File: src/rtl/rf_pkg.sv
// Shared register-file definitions: geometry of the 8x8-bit file and the write-port bundle.
// Latency: n/a (types and constants only).
// Backpressure: n/a.
package rf_pkg;

    localparam int RF_DATA_W = 8;
    localparam int RF_ADDR_W = 3;
    localparam int RF_NREGS  = 8;
    localparam logic [RF_ADDR_W-1:0] RF_ZERO_REG = 3'd0;

    // One write-port transaction as seen by the register file.
    typedef struct packed {
        logic                 we;
        logic [RF_ADDR_W-1:0] addr;
        logic [RF_DATA_W-1:0] data;
    } rf_wr_t;

endpackage

File: src/rtl/rr_arbiter.sv
// Generic round-robin arbiter: one-hot grant to the first requester at or after ptr.
// Latency: 0 cycles (purely combinational).
// Backpressure: en=0 forces an all-zero grant.
// Ports: req[N] requests, ptr highest-priority index, en grant enable, gnt[N] one-hot grant.
module rr_arbiter #(
    parameter int N = 4,
    localparam int PW = $clog2(N)
) (
    input  logic [N-1:0]  req,
    input  logic [PW-1:0] ptr,
    input  logic          en,
    output logic [N-1:0]  gnt
);

    logic          found;
    logic [PW-1:0] idx;

    // Walk the ring starting at ptr; the first active request wins.
    always_comb begin
        gnt   = '0;
        found = 1'b0;
        idx   = '0;
        for (int k = 0; k < N; k++) begin
            idx = PW'((int'(ptr) + k) % N);
            if (en && !found && req[idx]) begin
                gnt[idx] = 1'b1;
                found    = 1'b1;
            end
        end
    end

endmodule

File: src/rtl/regfile_write_arbiter.sv
// Round-robin sharing of the register-file write port (we3/wa3/wd3) among N_REQ writers.
// Latency: grant same cycle as valid; write on the port the cycle after the transfer.
// Backpressure: hold or rst blocks all grants; ungranted requesters keep valid/addr/data stable.
// Ports: clk, rst (async, active-high), hold, req_valid/req_addr/req_data (packed per requester),
//        req_ready (one-hot grant), we3/wa3/wd3 (write port), grant_id (owner of current write),
//        stall_cnt (only when RF_ARB_STALL_CNT_EN is defined: saturating count of stalled cycles).
import rf_pkg::*;

module regfile_write_arbiter #(
    parameter int N_REQ  = 4,
    parameter int DATA_W = 8,
    parameter int ADDR_W = 3,
    localparam int ID_W  = $clog2(N_REQ)
) (
    input  logic                      clk,
    input  logic                      rst,
    input  logic                      hold,
    input  logic [N_REQ-1:0]          req_valid,
    input  logic [N_REQ*ADDR_W-1:0]   req_addr,
    input  logic [N_REQ*DATA_W-1:0]   req_data,
    output logic [N_REQ-1:0]          req_ready,
    output logic                      we3,
    output logic [ADDR_W-1:0]         wa3,
    output logic [DATA_W-1:0]         wd3,
    output logic [ID_W-1:0]           grant_id
`ifdef RF_ARB_STALL_CNT_EN
    ,
    output logic [7:0]                stall_cnt
`endif
);

    logic [ID_W-1:0]   rr_ptr;
    logic [ID_W-1:0]   win_id;
    logic              xfer;
    logic [ADDR_W-1:0] win_addr;
    logic [DATA_W-1:0] win_data;

    // Ready depends only on valid, pointer, hold and rst -- never on addr/data.
    rr_arbiter #(.N(N_REQ)) u_arb (
        .req (req_valid),
        .ptr (rr_ptr),
        .en  (!hold && !rst),
        .gnt (req_ready)
    );

    // One-hot grant to index.
    always_comb begin
        win_id = '0;
        for (int i = 0; i < N_REQ; i++) begin
            if (req_ready[i]) begin
                win_id = ID_W'(i);
            end
        end
    end

    assign xfer     = |req_ready;
    assign win_addr = req_addr[int'(win_id)*ADDR_W +: ADDR_W];
    assign win_data = req_data[int'(win_id)*DATA_W +: DATA_W];

    always_ff @(posedge clk or posedge rst) begin
        if (rst) begin
            rr_ptr   <= '0;
            we3      <= 1'b0;
            wa3      <= '0;
            wd3      <= '0;
            grant_id <= '0;
        end else if (xfer) begin
            // Explicit wrap: N_REQ need not be a power of two.
            rr_ptr   <= (win_id == ID_W'(N_REQ-1)) ? '0 : win_id + 1'b1;
            // A write to $0 is accepted but never reaches the register file.
            we3      <= (win_addr != ADDR_W'(RF_ZERO_REG));
            wa3      <= win_addr;
            wd3      <= win_data;
            grant_id <= win_id;
        end else begin
            we3 <= 1'b0;
        end
    end

`ifdef RF_ARB_STALL_CNT_EN
    // A cycle stalls when some valid requester is left without a grant (hold included).
    logic any_stall;
    assign any_stall = |(req_valid & ~req_ready);

    always_ff @(posedge clk or posedge rst) begin
        if (rst) begin
            stall_cnt <= '0;
        end else if (any_stall && stall_cnt != 8'hFF) begin
            stall_cnt <= stall_cnt + 8'd1;
        end
    end
`endif

endmodule

File: config.mk
export PLATFORM = sky130hd
export DESIGN_NAME = regfile_write_arbiter
export DESIGN_NICKNAME = d
export VERILOG_FILES = /design/src/rtl/rf_pkg.sv /design/src/rtl/rr_arbiter.sv /design/src/rtl/regfile_write_arbiter.sv
export SDC_FILE = /design/constraint.sdc
export NUM_CORES = 1
export LEC_CHECK = 0
export CAP_MARGIN = 20
export CORE_ASPECT_RATIO = 0.6
export CORE_UTILIZATION = 40
export DETAILED_ROUTE_END_ITERATION = 8
export MAX_ROUTING_LAYER = met4
export PLACE_DENSITY = 0.8
export RECOVER_POWER = 50
export SYNTH_ARGS = -nofsm -noshare
export SYNTH_HDL_FRONTEND = slang
export SYNTH_SLANG_ARGS = --single-unit
File: constraint.sdc
create_clock -name clk -period 3.89 [get_ports clk]
set_input_delay 0.389 -clock clk [delete_from_list [all_inputs] [get_ports clk]]
set_output_delay 0.389 -clock clk [all_outputs]
set_load 0.02 [all_outputs]
Yosys cells after proc, flatten, opt, wreduce, memory -nomap -nowiden
Cells that the tools add are included.
{ "word_totals": {"ff_bits": 16, "inputBits": 51, "word_cells": 71} }
{ "op_classes": {"n_addsub": 4, "mul": 1, "n_lt_le_gt_ge": 8, "n_eq_ne": 1, "shift": 2, "muxes": 28, "bitwise": 3, "reduce_logical": 19} }
{ "ops": {"columns": ["operator", "n"], "rows": [
  ["$shiftx A32 B6 Y8", 1],
  ["$mux W4", 4],
  ["$mux W1", 13],
  ["$logic_and A1 B1 Y1", 12],
  ["$lt A2 B3 Y1 const B", 4],
  ["$or A4 B4 Y4", 3],
  ["$shiftx A12 B5 Y3", 1],
  ["$bmux W1 S2", 4],
  ["$demux W1 S2", 4],
  ["$ge A2 B1 Y1 const B", 4],
  ["$mux W2", 3],
  ["$logic_not A1 Y1", 5],
  ["$add A2 B1 Y2 const B", 2],
  ["$add A2 B2 Y2 const B", 2],
  ["$mul A2 B2 Y4 const B", 1],
  ["$reduce_or A4 Y1", 1],
  ["$reduce_bool A3 Y1", 1],
  ["$eq A2 B2 Y1 const B", 1]
]} }

Logic depth before layout (Yosys ltp)
{ "depth": {"depth_word": 23, "depth_mapped": 11} }

By module
Synthesis repeated with hierarchy kept, for this count alone.
{ "unflattened": {"hier_cells": 146, "area_unflattened_um2": 1292.5} }
{ "by_module_without_submodules": {"columns": ["mod", "instances", "cells_per_inst", "area_each_um2", "seq_area_each_um2"], "rows": [
  ["regfile_write_arbiter", 1, 103, 925.9, 400.4],
  ["rr_arbiter", 1, 43, 366.6, 0.0]
]} }

Worst setup path after synthesis
OpenSTA, ideal clock, no wires.
{ "synth_path": {"path_type": "register -> register", "from": "register rr_ptr[0]", "to": "register rr_ptr[1]", "setup_time_ns": 0.125, "t_arrival_ns": 2.940, "required_time_ns": 3.765, "setup_slack_ns": 0.825, "path_stages_with_launch": 12, "n_path_buf": 1, "period_less_slack_ns": 3.065, "cell_sequence": "dfrtp_1 > inv_1 > ha_1 > mux4_2 > and3b_1 > a21oi_1 > o32ai_1 > buf_2 > a21oi_2 > inv_1 > ha_1 > mux2_2"} }
{ "synth_via": {"elab_chain_len": 21} }
{ "synth_lines": {"columns": ["item", "line_no", "rtl"], "rows": [
  ["from (decl)", "regfile_write_arbiter.sv:32", "logic [ID_W-1:0] rr_ptr;"],
  ["from (signal assigned)", "regfile_write_arbiter.sv:69", "rr_ptr <= (win_id == ID_W'(N_REQ-1)) ? '0 : win_id + 1'b1;"],
  ["parallel branches: the longest is 15 deep, another holds $lt A2 B3 Y1", null, null],
  ["$mux W4 *", "rr_arbiter.sv:25", "if (en && !found && req[idx]) begin"],
  ["named net req_ready[1]", "regfile_write_arbiter.sv:21", "output logic [N_REQ-1:0] req_ready,"],
  ["$mux W1 *", "regfile_write_arbiter.sv:50", "if (req_ready[i]) begin"],
  ["$mux W2 * (2 in series)", "regfile_write_arbiter.sv:50", null],
  ["named net win_id[0]", "regfile_write_arbiter.sv:33", "logic [ID_W-1:0] win_id;"],
  ["$add A2 B1 Y2 or $eq A2 B2 Y1 (tied branches)", "regfile_write_arbiter.sv:69", null],
  ["$mux W2 *", "regfile_write_arbiter.sv:69", null]
]} }
Mark *: on every way through the listed nets, which the timed path passes. The select of a mux whose other input is x is not followed.
A chain may end at the register's enable or synchronous reset.

Final worst setup path
{ "layout_path": {"from": "register rr_ptr[0]", "to": "output req_ready[3]"} }
{ "layout_via": {"elab_chain_len": 16} }
{ "layout_lines": {"columns": ["item", "line_no"], "rows": [
  ["parallel branches: the longest is 15 deep, another holds $lt A2 B3 Y1", null],
  ["$mux W4 *", "rr_arbiter.sv:25"],
  ["to (decl)", "regfile_write_arbiter.sv:21"]
]} }
Mark *: on every way between the ends. The select of a mux whose other input is x is not followed.

==> impl_metrics.toml <==
[final_layout]
antenna_cells = 0
drive_gt1_share_pct = 11.26
postLayoutCoreUtil_pct = 71.44
area_growth_pct = 60.15
fin_nets = 283
fill_cells = 239

[drt]
drt-pass1-iter-count = 5
drt-vias-per-instance = 5.799
drc = 0
ant_nets = 0
post_drt_wl_per_cell_um = 17.82
drtIter0Drc = 126
num_vias = 1531
routed_wl_um = 4704

[floorplanning]
dieArea_um2 = 3635
die_h_um = 47.11
die_w_um = 77.18
pin_count = 69
start_util_pct = 44.61
rows = 15
core_um2 = 3040

[power]
p_int_uw = 754.4
power_frac_seq_pct = 23.0
p_switching_uw = 591.4
powerDensity_nw_per_um2 = 619.6
switching_share_pct = 43.94
power_leakage_uw = 0.0009768
pwr-share-clk_pct = 11.4
combPwrFrac_pct = 65.6
ir_drop_uv = 339.0

[synthesis]
synth_cells = 150
synthArstFlopShare_pct = 100.0
synth-edff-count = 0
synth_seq_cells = 16
ys_types = 38
syn_nets = 210
ys.flop_type = "dfrtp_1"
synth.area.top_cells = "dfrtp_1 (30%), ha_1 (8.3%), nor2_1 (5.3%), mux4_2 (5.0%), o32ai_1 (3.9%)"
ys_seq_area_share_pct = 29.52
synth.top_cell.area_share_pct = 29.52
syn_area_um2 = 1356
avgSynthCellArea_um2 = 9.042
ys_warn_count = 0
synth_top_area_cell = "dfrtp_1"

[cts]
cts_root_buffer = "clkbuf_8"
ctsLongestPathBuffers = 2
cts_tree = "yes"
cts.sinks = 16
ctsHoldBuffers = 0
clk_pin_slew_ns = 0.07
cts_htree_levels = 1
insertion_delay_ns = 0.26
cts_buffers = 3

[grt]
grt_pass1_vias = 1340
gr-total-overflow = 0
grt_max_degree = 17
grt_pass1_wl_um = 6982
track_usage_pct = 27.11
grt_antenna_before_repair = 0

[worst_setup_path]
crit_slowest_cell = "clkdlybuf4s50_1"
cp-end-kind = "output port"
cp_cell_sequence = "inv_1 -> ha_1 -> mux4_2 -> nor3_2 -> a21oi_4 -> inv_2 -> clkdlybuf4s50_1"
worstPathArrival_ns = 3.22
crit_fanout = 15
cpPeakStageDelay_ns = 0.67
start_kind = "register"
path_class = "reg2out"
cp.required_ns = 3.50

[sta]
fin_hold_ws_ns = 0.4931
fin_crit_ns = 3.605
max_freq_mhz = 277.4
tns_ns = 0
tightest_slew_ns = 0.6346
finalClockSkew_ns = 0.007117
fin_crit_sh_pct = 92.68
hold_viol = 0
maxSlewHeadroom_pct = 57.65
setup_viol = 0
rsz0062_at_grt = "false"
drv_slew = 0

[run]
drv_cap = 0

[placement]
numPortBuffers = 68
hpwl_um = 3692
routabilityCongestion = 0.9537

[worst_hold_path]
hold_path_class = "reg2reg"

[status]
status = "finished clean"
path summary, 6_finish.rpt:
kind | startpoint | to | slack, ns | cells past startpoint
max reg2reg | rr_ptr[0]$_DFFE_PP0P_ | rr_ptr[1]$_DFFE_PP0P_ | 0.36 | 11
max | rr_ptr[0]$_DFFE_PP0P_ | req_ready[3] | 0.28 | 7
min | grant_id[1]$_DFFE_PP0P_ | grant_id[1]$_DFFE_PP0P_ | 0.49 | 2
max in group asynchronous | rst | wd3[4]$_DFFE_PP0P_ | 2.70 | 2
min in group asynchronous | rst | grant_id[1]$_DFFE_PP0P_ | 0.78 | 2
min reg2reg | grant_id[1]$_DFFE_PP0P_ | grant_id[1]$_DFFE_PP0P_ | 0.49 | 2
power groups by stage:
stage	registers (uW)	clock network (uW)	logic [uW]
2_1_floorplan	390	0	450
3_3_place_gp	311	0	866
3_5_place_dp	313	0	879
4_1_cts	311	154	887
5_1_grt	321	160	941
6_report	310	153	882
cells in the final DEF, fill, tap and decap left out, types with 2 or more instances in the layout:
cell and instances:
a21o_1 6, a21oi_1 6, a221o_1 3, a22o_1 5, a22oi_1 2, a31oi_1 5
and2_1 4, buf_4 5, clkbuf_8 4, clkdlybuf4s50_1 58, dfrtp_1 16, dlygate4sd3_1 10
ha_1 9, inv_1 7, inv_2 3, mux2_2 4, mux2i_1 5, mux4_2 3
nand2_1 10, nand3_1 3, nand4b_1 2, nor2_1 19, nor2b_1 4, o21a_1 4
o221ai_1 4, o32ai_1 5, or3_1 2
kinds of logic after synthesis:
group           share of synthesized area [%]
compound gates                          27.31
fa+ha+maj                               8.303
buf+inv                                 4.428
flops                                   29.52
mux                                     11.99
simple gates                            18.45
flip-flops by register name, summed over array words and instances (netlist names):
name and flops:
wa3 3, grant_id 2, wd3 8, rr_ptr 2, we3 1
cell type report:
| class | count | area, um^2 | share of cell area, % |
|---|---|---|---|
| Timing Repair Buffer | 73 | 718.2 | 33.06 |
| Inverter | 10 | 37.54 | 1.728 |
| Sequential cell | 16 | 400.4 | 18.43 |
| Clock buffer | 4 | 55.05 | 2.535 |
| Multi-Input combinational cell | 119 | 908.4 | 41.82 |
| Tap cell | 42 | 52.55 | 2.419 |
per-layer routing:
layer  track usage (%)  share of wire, %  vias to the layer above
met1             36.23                43                      699
li1                  -                 -                      708
met3             8.544                12                        6
met4             4.528              0.74                        0
met2             41.06                43                      118
met5                 -                 0                        -
per-stage QoR:
stage	worst slack, ns	total power [uW]	instances	instance area (um^2)
floorplan	0.8254	839.8	150	1356
global placement	0.4954	1178	260	2112
detailed placement	0.3975	1192	260	2112
CTS	0.1359	1353	264	2167
global route	0.1283	1422	264	2172
finish	0.2847	1346	264	2172
cell usage after synthesis, types with 3 or more instances:
master	number
o21a_1	4
nand2_1	10
mux2_2	4
a31oi_1	5
o32ai_1	6
nor2_1	19
nand3_1	3
a21oi_1	6
dfrtp_1	16
inv_1	7
and2_1	4
buf_2	3
nor2b_1	4
mux4_2	3
ha_1	9
mux2i_1	5
o221ai_1	4
inv_2	3
a221o_1	3
a21o_1	6
a22o_1	5
worst max-delay path: cells and delay by family, from the launching register on:
kind / cells / cell delay, ns
and+or+nand+nor: 1 / 0.27
AOI/OAI and AO/OA: 1 / 0.15
buffers and inverters: 3 / 1.14
DFF: 1 / 0.55
muxes: 1 / 0.43
adders and majority gates: 1 / 0.41
repair_timing:
item,4_1_cts,5_1_grt
endpoints found under the setup margin,0,1
resized for setup,0,1
setup buffers,0,0
No activity file was read; power rests on OpenSTA's default activity.
